--- src/rtl/mem_access_unit.sv ---
// Memory-stage access controller: byte/half/word loads with extension, sub-word
// stores as read-modify-write, fault classification and one result per operation.
module mem_access_unit #(
    parameter int MEM_WORDS = 256
) (
    input  logic        clk,
    input  logic        reset,
    input  logic        ex_valid,
    output logic        ex_ready,
    input  logic        ex_memread,
    input  logic        ex_memwrite,
    input  logic [1:0]  ex_size,
    input  logic        ex_unsigned,
    input  logic [31:0] ex_addr,
    input  logic [31:0] ex_wdata,
    input  logic        ex_regwrite,
    input  logic [4:0]  ex_rd,
    output logic [31:0] mem_address,
    output logic [31:0] mem_writedata,
    output logic        mem_read,
    output logic        mem_write,
    input  logic [31:0] mem_readdata,
    output logic        wb_valid,
    output logic        wb_regwrite,
    output logic [4:0]  wb_rd,
    output logic [31:0] wb_data,
    output logic        wb_fault
);

    typedef enum logic [1:0] {IDLE, RD, WR} state_t;

    localparam logic [29:0] WORD_LIMIT = 30'(MEM_WORDS);

    state_t      state;
    logic [1:0]  req_offset;
    logic [1:0]  req_size;
    logic [15:0] req_wdata;
    logic        req_unsigned;
    logic        req_regwrite;
    logic        req_store;
    logic [4:0]  req_rd;

    logic accept;
    logic is_mem;
    logic fault;

    assign ex_ready = (state == IDLE);
    assign accept   = ex_valid & ex_ready;

    always_comb begin
        is_mem = ex_memread | ex_memwrite;
        fault  = is_mem & ((ex_memread & ex_memwrite)
                         | (ex_size == 2'b11)
                         | ((ex_size == 2'b01) & ex_addr[0])
                         | ((ex_size == 2'b10) & (ex_addr[1:0] != 2'b00))
                         | (ex_addr[31:2] >= WORD_LIMIT));
    end

    function automatic logic [31:0] load_extend(input logic [31:0] word, input logic [1:0] size,
                                                input logic uns, input logic [1:0] off);
        logic [7:0]  b;
        logic [15:0] h;
        b = word[{off, 3'b000} +: 8];
        h = word[{off[1], 4'b0000} +: 16];
        case (size)
            2'b00:   return uns ? {24'b0, b} : {{24{b[7]}}, b};
            2'b01:   return uns ? {16'b0, h} : {{16{h[15]}}, h};
            default: return word;
        endcase
    endfunction

    function automatic logic [31:0] merge_lane(input logic [31:0] word, input logic [15:0] wdata,
                                               input logic [1:0] size, input logic [1:0] off);
        logic [31:0] result;
        result = word;
        if (size == 2'b00)
            result[{off, 3'b000} +: 8] = wdata[7:0];
        else
            result[{off[1], 4'b0000} +: 16] = wdata;
        return result;
    endfunction

    always_ff @(posedge clk or posedge reset) begin
        if (reset) begin
            state         <= IDLE;
            req_offset    <= '0;
            req_size      <= '0;
            req_wdata     <= '0;
            req_unsigned  <= 1'b0;
            req_regwrite  <= 1'b0;
            req_store     <= 1'b0;
            req_rd        <= '0;
            mem_address   <= '0;
            mem_writedata <= '0;
            mem_read      <= 1'b0;
            mem_write     <= 1'b0;
            wb_valid      <= 1'b0;
            wb_regwrite   <= 1'b0;
            wb_rd         <= '0;
            wb_data       <= '0;
            wb_fault      <= 1'b0;
        end else begin
            // NOTE: wb_valid defaults low every cycle so each completion is a single-cycle pulse.
            wb_valid <= 1'b0;
            case (state)
                IDLE: begin
                    if (accept) begin
                        req_offset   <= ex_addr[1:0];
                        req_size     <= ex_size;
                        req_wdata    <= ex_wdata[15:0];
                        req_unsigned <= ex_unsigned;
                        req_regwrite <= ex_regwrite;
                        req_store    <= ex_memwrite;
                        req_rd       <= ex_rd;
                        if (!is_mem || fault) begin
                            wb_valid    <= 1'b1;
                            wb_regwrite <= ex_regwrite & ~fault;
                            wb_rd       <= ex_rd;
                            wb_data     <= fault ? 32'h0 : ex_addr;
                            wb_fault    <= fault;
                        end else if (ex_memwrite && ex_size == 2'b10) begin
                            state         <= WR;
                            mem_write     <= 1'b1;
                            mem_address   <= {ex_addr[31:2], 2'b00};
                            mem_writedata <= ex_wdata;
                        end else begin
                            state       <= RD;
                            mem_read    <= 1'b1;
                            mem_address <= {ex_addr[31:2], 2'b00};
                        end
                    end
                end
                RD: begin
                    mem_read <= 1'b0;
                    if (req_store) begin
                        // mem_writedata doubles as the merge register for read-modify-write.
                        state         <= WR;
                        mem_write     <= 1'b1;
                        mem_writedata <= merge_lane(mem_readdata, req_wdata, req_size, req_offset);
                    end else begin
                        state       <= IDLE;
                        mem_address <= '0;
                        wb_valid    <= 1'b1;
                        wb_regwrite <= req_regwrite;
                        wb_rd       <= req_rd;
                        wb_data     <= load_extend(mem_readdata, req_size, req_unsigned, req_offset);
                        wb_fault    <= 1'b0;
                    end
                end
                WR: begin
                    state         <= IDLE;
                    mem_write     <= 1'b0;
                    mem_address   <= '0;
                    mem_writedata <= '0;
                    wb_valid      <= 1'b1;
                    wb_regwrite   <= 1'b0;
                    wb_rd         <= req_rd;
                    wb_data       <= '0;
                    wb_fault      <= 1'b0;
                end
                default: state <= IDLE;
            endcase
        end
    end

endmodule

--- config.mk ---
export PLATFORM = sky130hd
export DESIGN_NAME = mem_access_unit
export DESIGN_NICKNAME = d
export VERILOG_FILES = /design/src/rtl/mem_access_unit.sv
export SDC_FILE = /design/constraint.sdc
export NUM_CORES = 1
export LEC_CHECK = 0
export BUFFER_PORTS_ARGS = -buffer_cell sky130_fd_sc_hd__buf_2
export CAP_MARGIN = 20
export CORE_MARGIN = 5
export CORE_UTILIZATION = 45
export DETAILED_ROUTE_END_ITERATION = 12
export GPL_TIMING_DRIVEN = 0
export HOLD_SLACK_MARGIN = 0.12
export PLACE_DENSITY_LB_ADDON = 0.15
export SYNTH_ARGS = -nofsm -noshare
export SYNTH_HDL_FRONTEND = slang
export SYNTH_SLANG_ARGS = --single-unit
--- constraint.sdc ---
create_clock -name clk -period 5.3 [get_ports clk]
set_clock_uncertainty 0.1 [all_clocks]
set_input_delay 0.795 -clock clk [delete_from_list [all_inputs] [get_ports clk]]
set_output_delay 0.795 -clock clk [all_outputs]
set_load 0.005 [all_outputs]
==> results.md <==
* Die area at 19,100 sq um
* Synth async-reset ratio at 100%
* CP Data Required Time at 5.50 ns
* Setup crit end kind: flip-flop
* Switching share of power at 37.4%
* Logic pwr share at 44.2%
* Fin nets at 1,010
* Antenna violations before repair at 1
* R2r setup slk at 2.08 ns
* Setup violations, final at 0
* Hold Crit Class: in -> async
* Core ar. at 16,300 sq um
* First-pass DRT Iterations at 6
* # IOs at 217
* Met3 wire length at 1870 microns
* Synthesized area per cell at 11.3 sq um
* Critical Path End: wb_data[4]
* Status: complete, no violations
* Remaining Overflow, GRT at 0
* Detailed-route DRC error count at 0
* Dpl cell area at 8790 sq um
* Syn Std Cell Area at 7410 sq um
* Initial core utilization at 45.3%
* Wire length of the first global-routing pass at 38,000 microns
* DR vias at 6,583
* Origin of the worst setup path: ex_addr[1]
* Vias in the first global route at 6,700
* ANT nets after route at 0
* Hpwl dp at 19,400 microns
* Top layer in use: met5
* IO Port Bufs at 214
* Sequential Power Share at 32.6%
* Layout cells sized above 1 at 40.3%
* Final instance area at 9390 sq um
* Final design utilization at 57.4%
* Sequential share of the synthesized area at 45.2%
* Drt initial violations at 521
* FILL cells at 1,475
* WS Path Type: in -> reg
* P_sw at 1.94 mW
* RSZ-0062 raised after global routing: no
* P_int at 3.26 mW
* Worst r2r src: state[1]
* Ant. Diodes at 0
* Slew @ Worst Pin at 0.973 ns
* Final slew viol count at 0
* Ys flop type: dfrtp_1
* Fmax at 310 MHz
* Slew headroom at 34.8%
* Clock Sink Count at 134
* Setup crit start kind: input pin
* Final hold viol count at 0
* Total power at 5.20 mW
* Num rows at 47
* Drt via density at 5.86
* Die height at 138 microns
* Post-CTS setup repair buffer count at 0
* Maximum fanout along the worst path at 10
* Gr usage total at 25.5%
* Met1 Routed Length at 10,800 microns
* Wire per inst at 22.5 microns
* Die span in x at 138 microns
* Final min period at 3.23 ns
* Most frequent cells in the layout: 216 x buf_2, 134 x dfrtp_1, 77 x mux2_2, 67 x inv_1, 38 x mux2i_1
* Post-synth EDFFs at 0
* Synth Instances at 656
* Routed met2 length at 11,900 microns
* Worst Reg2Reg Path Length in Cells at 8
* Max Cap Viol at 0
* Largest net degree at the start of global routing at 76
* Power share of the clock group at 23.2%
* Power Density at 554 nW/um^2
* CTS tree: yes
* Reg2reg end: wb_data[4]
* Fin crit share at 60.9%
* Syn. warnings at 0
* Worst EP arrival at 3.43 ns
* Deepest clock path buffer count at 2
* Total CTS buffers at 17
* GPL Wtd Cong at 0.918
* Peak VDD IR at 0.251 mV
* Hold_ws at 0.344 ns
* Area grow syn2layout at 26.7%
* Htree depth at 4
* Synthesis-stage register bit count at 134
* Commonest non-fill, non-tap cell in the layout: buf_2
* Worst skew pair latency at 0.42 ns
* PostCTS Resize Cnt at 0
* Wirelength, routed at 25,300 microns
* Yosys cell types at 52
* Post-CTS Hold Buffers at 0
* Leak at 4.71 nW
* Clk slew on worst S/H paths at 0.06 ns
* Clock root cell: clkbuf_16
## flip-flops by register name, indices dropped and copies added, names as in the netlist
signal         count
req_store          1
mem_write          1
req_wdata         16
req_unsigned       1
wb_data           32
mem_read           1
mem_address       30
mem_writedata     32
req_rd             5
req_regwrite       1
req_size           2
state              2
wb_regwrite        1
wb_rd              5
req_offset         2
wb_valid           1
wb_fault           1
## per-stage QoR
stage | setup TNS, ns | worst slack [ns] | std cells
6_report | 0 | 2.07 | 1124
3_3_place_gp | -87.70 | -0.664 | 1091
5_1_grt | 0 | 1.89 | 1124
3_5_place_dp | 0 | 1.64 | 1092
2_1_floorplan | 0 | 0.822 | 657
4_1_cts | 0 | 2.06 | 1124
## synthesized netlist by cell type, drive strengths merged (2+ instances only)
| cell type | count | area (sq um) |
|---|---|---|
| a211oi | 3 | 22.5 |
| a21oi | 9 | 45.0 |
| a221o | 8 | 80.1 |
| a221oi | 15 | 131 |
| a222oi | 16 | 160 |
| a22oi | 8 | 60.1 |
| a31oi | 2 | 12.5 |
| and2 | 2 | 12.5 |
| and3 | 11 | 68.8 |
| buf | 16 | 108 |
| clkbuf | 33 | 124 |
| dfrtp | 134 | 3350 |
| ha | 9 | 113 |
| inv | 68 | 255 |
| mux2 | 98 | 1180 |
| mux2i | 38 | 380 |
| mux4 | 8 | 180 |
| nand2 | 31 | 116 |
| nand4 | 2 | 18.8 |
| nor2 | 37 | 139 |
| nor3 | 4 | 20.0 |
| nor4 | 5 | 56.3 |
| nor4b | 2 | 17.5 |
| o21ai | 9 | 45.0 |
| o22ai | 17 | 106 |
| o2bb2ai | 31 | 272 |
| o32ai | 23 | 201 |
## power by group through the flow
stage / Clock [mW] / Sequential [mW] / Combinational (mW)
after floorplan: 0 / 1.66 / 1.48
after global placement: 0 / 1.69 / 2.23
after detailed placement: 0 / 1.70 / 2.28
after CTS: 1.22 / 1.69 / 2.29
after global routing: 1.27 / 1.73 / 2.46
final: 1.21 / 1.70 / 2.30
## how the worst min path moves through the flow
stage	start	endpoint	slack, ns	cells past startpoint
after floorplan	req_regwrite	req_regwrite	0.37	1
after global placement	req_regwrite	req_regwrite	0.38	1
after detailed placement	req_regwrite	req_regwrite	0.39	1
after CTS	reset	mem_read	0.36	2
after global routing	reset	mem_read	0.39	2
final	reset	mem_read	0.34	2
## routing by layer
layer | global-route usage (%) | vias up
li1 | - | 2935
met5 | 0 | -
met1 | 33.4 | 3278
met3 | 6.63 | 61
met4 | 9.83 | 2
met2 | 40.6 | 307
## layout make-up
class | instances | area, sq um | share of cell area (%)
multi-input cells | 405 | 3570 | 38.0
flip-flops and latches | 134 | 3350 | 35.7
repair buffers | 215 | 1100 | 11.7
clock buffers | 23 | 468 | 4.99
well taps | 220 | 275 | 2.93
inverters | 69 | 264 | 2.81
plain buffers | 49 | 231 | 2.47
clock inverters | 9 | 125 | 1.33
## kinds of logic (layout without fill, tap and decap cells)
family / count (synthesis) / after routing / share of synthesized area (%)
muxes: 144 / 144 / 23.5
adders and majority gates: 9 / 9 / 1.52
buffers and inverters: 118 / 365 / 6.62
other: 1 / 2 / 0.0506
DFF: 134 / 134 / 45.2
and+or+nand+nor: 100 / 100 / 6.65
AOI/OAI and AO/OA: 150 / 150 / 16.4
## critical path, stage by stage
cell and delay (ns):
buf_2 0.12, nor3_1 0.06, o211ai_1 0.46, o31ai_1 0.14, a21boi_0 0.49, clkbuf_1 0.55, buf_2 0.42, mux2_2 0.38
(Power assumes the default switching activity.)
